### src/rtl/ecg_nn_pkg.sv
// Shared types and constants for the time-shared neuron layer scheduler.
package ecg_nn_pkg;
  localparam int DW            = 8;
  localparam int SEL_W         = 4;
  localparam logic [DW-1:0] SAT_MAX = 8'd127;
  localparam int NUM_NODES_DEF = 10;
  localparam int NODE_LAT_DEF  = 3;

  typedef enum logic [1:0] {IDLE, ISSUE, DRAIN, DONE} state_t;
endpackage

### src/rtl/lat_pipe.sv
// Issue delay line: carries (go, sel) from the engine issue point to the
// cycle its result appears on node_res. Synchronous clear empties it.
module lat_pipe #(
  parameter int DEPTH = 3,
  parameter int SW    = 4
) (
  input  logic          clk,
  input  logic          rst_n,
  input  logic          clr,
  input  logic          go_in,
  input  logic [SW-1:0] sel_in,
  output logic          go_out,
  output logic [SW-1:0] sel_out
);
  logic [DEPTH:1]         vld_pipe;
  logic [DEPTH:1][SW-1:0] sel_pipe;

  // Shift register; stage 1 takes the issue, stage DEPTH is the output.
  always_ff @(posedge clk or negedge rst_n) begin
    if (!rst_n) begin
      vld_pipe <= '0;
      sel_pipe <= '0;
    end else if (clr) begin
      vld_pipe <= '0;
      sel_pipe <= '0;
    end else begin
      vld_pipe[1] <= go_in;
      sel_pipe[1] <= sel_in;
      for (int i = 2; i <= DEPTH; i++) begin
        vld_pipe[i] <= vld_pipe[i-1];
        sel_pipe[i] <= sel_pipe[i-1];
      end
    end
  end

  assign go_out  = vld_pipe[DEPTH];
  assign sel_out = sel_pipe[DEPTH];
endmodule

### src/rtl/layer_sched.sv
// Layer scheduler: latches one input vector, issues NUM_NODES neurons
// back-to-back to a shared engine, gathers results into out_vec.
// Optional saturation counter enabled by defining SAT_CNT_EN.
module layer_sched
  import ecg_nn_pkg::*;
#(
  parameter int NUM_NODES = NUM_NODES_DEF,
  parameter int NUM_IN    = 10,
  parameter int NODE_LAT  = NODE_LAT_DEF
) (
  input  logic                    clk,
  input  logic                    reset,
  input  logic                    in_valid,
  output logic                    in_ready,
  input  logic [NUM_IN*DW-1:0]    in_vec,
  input  logic                    flush,
  output logic [NUM_IN*DW-1:0]    act_vec,
  output logic [SEL_W-1:0]        node_sel,
  output logic                    node_go,
  input  logic [DW-1:0]           node_res,
  output logic                    out_valid,
  input  logic                    out_ready,
  output logic [NUM_NODES*DW-1:0] out_vec,
  output logic                    busy
`ifdef SAT_CNT_EN
  ,
  output logic [4:0]              sat_cnt
`endif
);
  localparam logic [SEL_W-1:0] LAST = SEL_W'(NUM_NODES - 1);

  state_t                       state, state_n;
  logic [SEL_W-1:0]             sel_q, p_sel;
  logic                         p_go, accept, cap;
  logic [NUM_NODES-1:0][DW-1:0] res_q;

  assign in_ready  = (state == IDLE);
  assign node_go   = (state == ISSUE);
  assign busy      = (state != IDLE);
  assign out_valid = (state == DONE);
  assign node_sel  = sel_q;
  assign out_vec   = res_q;
  // flush wins over an accept and suppresses any capture in its cycle
  assign accept    = in_ready && in_valid && !flush;
  assign cap       = p_go && !flush;

  lat_pipe #(.DEPTH(NODE_LAT), .SW(SEL_W)) u_pipe (
    .clk     (clk),
    .rst_n   (reset),
    .clr     (flush),
    .go_in   (node_go),
    .sel_in  (sel_q),
    .go_out  (p_go),
    .sel_out (p_sel)
  );

  // State register.
  always_ff @(posedge clk or negedge reset) begin
    if (!reset) state <= IDLE;
    else        state <= state_n;
  end

  // Next-state logic; flush overrides every transition.
  always_comb begin
    state_n = state;
    unique case (state)
      IDLE:  if (accept) state_n = ISSUE;
      ISSUE: if (sel_q == LAST) state_n = DRAIN;
      DRAIN: if (cap && p_sel == LAST) state_n = DONE;
      DONE:  if (out_ready) state_n = IDLE;
    endcase
    if (flush) state_n = IDLE;
  end

  // Activation latch: loads only on accept so the engine sees a stable vector.
  always_ff @(posedge clk or negedge reset) begin
    if (!reset)      act_vec <= '0;
    else if (accept) act_vec <= in_vec;
  end

  // Node index: restarts on accept, steps through ISSUE, parks on the last node.
  always_ff @(posedge clk or negedge reset) begin
    if (!reset)                                          sel_q <= '0;
    else if (accept)                                     sel_q <= '0;
    else if (state == ISSUE && !flush && sel_q != LAST)  sel_q <= sel_q + 1'b1;
  end

  // Result gather: the delayed select steers node_res into its slot.
  always_ff @(posedge clk or negedge reset) begin
    if (!reset) res_q <= '0;
    else if (cap) begin
      for (int n = 0; n < NUM_NODES; n++)
        if (p_sel == SEL_W'(n)) res_q[n] <= node_res;
    end
  end

`ifdef SAT_CNT_EN
  // Saturation counter: counts captured results pinned at SAT_MAX.
  always_ff @(posedge clk or negedge reset) begin
    if (!reset)                          sat_cnt <= '0;
    else if (accept)                     sat_cnt <= '0;
    else if (cap && node_res == SAT_MAX) sat_cnt <= sat_cnt + 5'd1;
  end
`endif
endmodule

### config.mk
export PLATFORM = sky130hd
export DESIGN_NAME = layer_sched
export DESIGN_NICKNAME = d
export VERILOG_FILES = /design/src/rtl/ecg_nn_pkg.sv /design/src/rtl/lat_pipe.sv /design/src/rtl/layer_sched.sv
export SDC_FILE = /design/constraint.sdc
export NUM_CORES = 1
export LEC_CHECK = 0
export CORE_UTILIZATION = 44
export CTS_CLUSTER_DIAMETER = 60
export DETAILED_ROUTE_END_ITERATION = 8
export PLACE_DENSITY = 0.8
export SYNTH_ARGS = -nofsm -noshare
export SYNTH_HDL_FRONTEND = slang
export SYNTH_HIERARCHICAL = 1
export SYNTH_SLANG_ARGS = --single-unit
### constraint.sdc
create_clock -name clk -period 1.9 [get_ports clk]
set_input_delay 0.19 -clock clk [delete_from_list [all_inputs] [get_ports clk]]
set_output_delay 0.19 -clock clk [all_outputs]
set_load 0.05 [all_outputs]
==> reports/metrics.cfg <==
[final_layout]
drive_gt1_share_pct = 12.91
fin_cells = 1094
regArea_sq_um = 4532
multiInputGateArea_sq_um = 2311
antenna_cells = 0
syn_to_final_growth_pct = 51.01
nFillCells = 1117
final_nets = 971

[yosys]
syn_area_per_cell_sq_um = 11.54
ys_seq_elements = 181
synth_simple_gate_area_share_pct = 17.34
synth_compound_area_share_pct = 0.8063
synth_top_family_by_area = simple AND/OR/NAND/NOR gates
synth_area_leader_cell = dfrtp_1
synth_cells = 605
synth_edf_count = 0
yosys_warnings = 6
synthesis.nets = 704
yosys.area.top_type_share_pct = 64.86
synth_xor_area_share_pct = 0.3763
synth-seq-area-share_pct = 64.86
syn-cell-area_sq_um = 6983
async_reset_ff_share_pct = 100.0
synth_top_flop_cell = dfrtp_1
synth.distinct_cells = 31
synth.area.top_cells = dfrtp_1 65%, nand2_1 13%, mux2_1 6.6%
synthAdderAreaFrac_pct = 1.075
synthMuxAreaShare_pct = 12.90

[timing]
holdWs_ns = 0.2720
rsz0062_at_grt = no
finClkSkew_ns = 0.007278
period_minus_slack_ns = 1.848
max_freq_ghz = 0.5410
period_share_pct = 97.28
tightest_slew_ns = 0.5695
final_hold_viol_count = 0
slew-limit-headroom_pct = 61.92
slew_viol_final = 0
setup_viol = 0

[cts]
clockBufferDepth = 2
cts.clk_slew.worst_paths_ns = 0.06
cts_root_buffer = clkbuf_16
numCtsBuffers = 17
cts.sinks = 181
post_cts_buffers = 0
clk_latency_ns = 0.42
htree_levels = 4
cts_tree = done

[floorplanning]
start_util_pct = 45.43
die_area_sq_um = 16380
pin_count = 261
die_y_microns = 128.0
core_area_sq_um = 15370
placementRows = 45
die_w_microns = 128.0

[routing]
drc_errors = 0
drt_pass1_iterations = 6
avgViaCountPerCell = 4.746
wl_microns = 17390
num_vias = 5192
ant_nets = 0
drt-initial-drc-count = 202
wl_per_cell_microns = 15.90

[status]
status = complete, no violations

[power_and_ir_drop]
ir_worst_vdd_mv = 1.160
p_leak_nw = 5.190
design_power_total_w = 0.01594
power.density_nw_per_um2 = 1512

[worst_setup_path]
cp_max_fo = 6
cp_cell_sequence = clkdlybuf4s50_1
critPathLaunchType = flip-flop
timing.critical_path.buf_inv = 1
cp.required_ns = 1.71
crit_arrival_ns = 1.66
worst_setup_path_end_kind = output port
critical_path.top_delay_family = buffers and inverters
slowest_delay_ns = 0.82
critPathKind = flip-flop to output port
slowest_stage = clkdlybuf4s50_1

[run]
maxCapViolCount = 0

[grt]
antenna_found_initial = 0
grt-ovfl-total = 0
grt.total_usage_pct = 22.46
grt_start_max_net_pins = 81
grt_pass1_vias = 5303
grt_pass1_wl_microns = 27810

[placed_design]
placedCellCount = 1063
io_buffers = 260
dp.final_hpwl_microns = 12490
gp_congestion = 0.7614

[worst_hold_path]
holdCritPathClass = input pin to async pin

## cells in the final DEF, fill, tap and decap left out, types with 5 or more instances in the layout
cell type and count:
clkbuf_16 17, dfrtp_1 179, nor2b_1 7, mux2_2 39, mux2_1 41, nor2b_2 7, buf_12 9, buf_4 16
nor2_1 6, nand2_1 251, clkdlybuf4s50_1 253, clkinv_2 5
## final timing paths
check / start / to / slack, ns / depth (start not counted)
setup reg to reg: state[1] / state[1] / 0.09 / 6
max in group asynchronous: reset / act_vec[37] / 0.96 / 3
hold reg to reg: u_pipe/sel_pipe[6] / u_pipe/sel_out[2] / 0.46 / 1
hold / removal: reset / out_vec[58] / 0.27 / 2
min in group clk: in_vec[22] / act_vec[22] / 0.29 / 3
setup / recovery: node_sel[0] / node_sel[0] / 0.05 / 1
## synthesized netlist by cell type (all sizes together) (2+ instances only)
| library cell | count |
|---|---|
| nand3b | 2 |
| and4bb | 2 |
| and2b | 5 |
| o21ai | 2 |
| dfrtp | 181 |
| ha | 6 |
| and3 | 2 |
| nor3b | 2 |
| xor2 | 3 |
| mux2 | 80 |
| clkbuf | 11 |
| nor2b | 14 |
| inv | 5 |
| nor2 | 6 |
| buf | 23 |
| nand2 | 251 |
| o311ai | 2 |
## stage by stage
stage                     setup slack (ns)  TNS (ns)  utilization, %  area [sq um]
after detailed placement           -0.1325    -2.889           64.91          9977
after global routing              0.003360         0           68.60         10550
after floorplan                   0.008056         0               -          7010
final                              0.05159         0           68.60         10550
after CTS                          0.02552         0           68.50         10530
after global placement             -0.1803    -4.804           64.91          9977
## worst register-to-register path, stage by stage, from the launching register on
cell and delay [ns]:
dfrtp_1 0.40, inv_1 0.12, ha_2 0.21, nor2b_1 0.14
a21o_1 0.18, or3_1 0.42, o311ai_2 0.23
## final cells by class
class                   count  area share [%]
inverters                   5          0.2136
well taps                 211           2.504
multi-input cells         385           21.92
repair buffers            282           27.23
flip-flops and latches    181           42.98
clock buffers              18           4.165
clock inverters            12          0.9967
## flip-flops by register name (all words and copies together), names as in the netlist
signal	cells
out_vec	80
node_sel	4
state	2
u_pipe/sel_pipe	8
u_pipe/vld_pipe	3
act_vec	80
u_pipe/sel_out	4
## cells by family (layout without fill, tap and decap cells)
kind of cell	count (synthesis)	after routing
AO/OA/AOI/OAI	8	8
XOR/XNOR	3	3
adder cells (fa/ha/maj)	6	6
buffers and inverters	39	317
flip-flops	181	181
multiplexers	80	80
AND/OR/NAND/NOR	288	288
## per-layer routing
metal,up-vias,part of all wire (%),GRT usage (%),wire (microns)
li1,2454,-,-,-
met5,-,0,0,0
met4,0,2.6,9.273,459
met3,35,9.3,8.639,1624
met1,2478,41,28.00,7208
met2,225,47,35.13,8096
## report_power, final
part / switching [W] / total (W) / internal [W]
Clock: 0.00144 / 0.00327 / 0.00183
Combinational: 0.00491 / 0.00727 / 0.00236
Sequential: 0.000568 / 0.00540 / 0.00483
Total: 0.00692 / 0.0159 / 0.00902
## timing repair
action / CTS / global route
resized for setup: 2 / 3
hold buffers: 1 / 0
hold endpoints to repair: 39 / 0
cloned: 0 / 0
pin swaps: 0 / 0
endpoints found under the setup margin: 2 / 2
(Power assumes the default switching activity.)
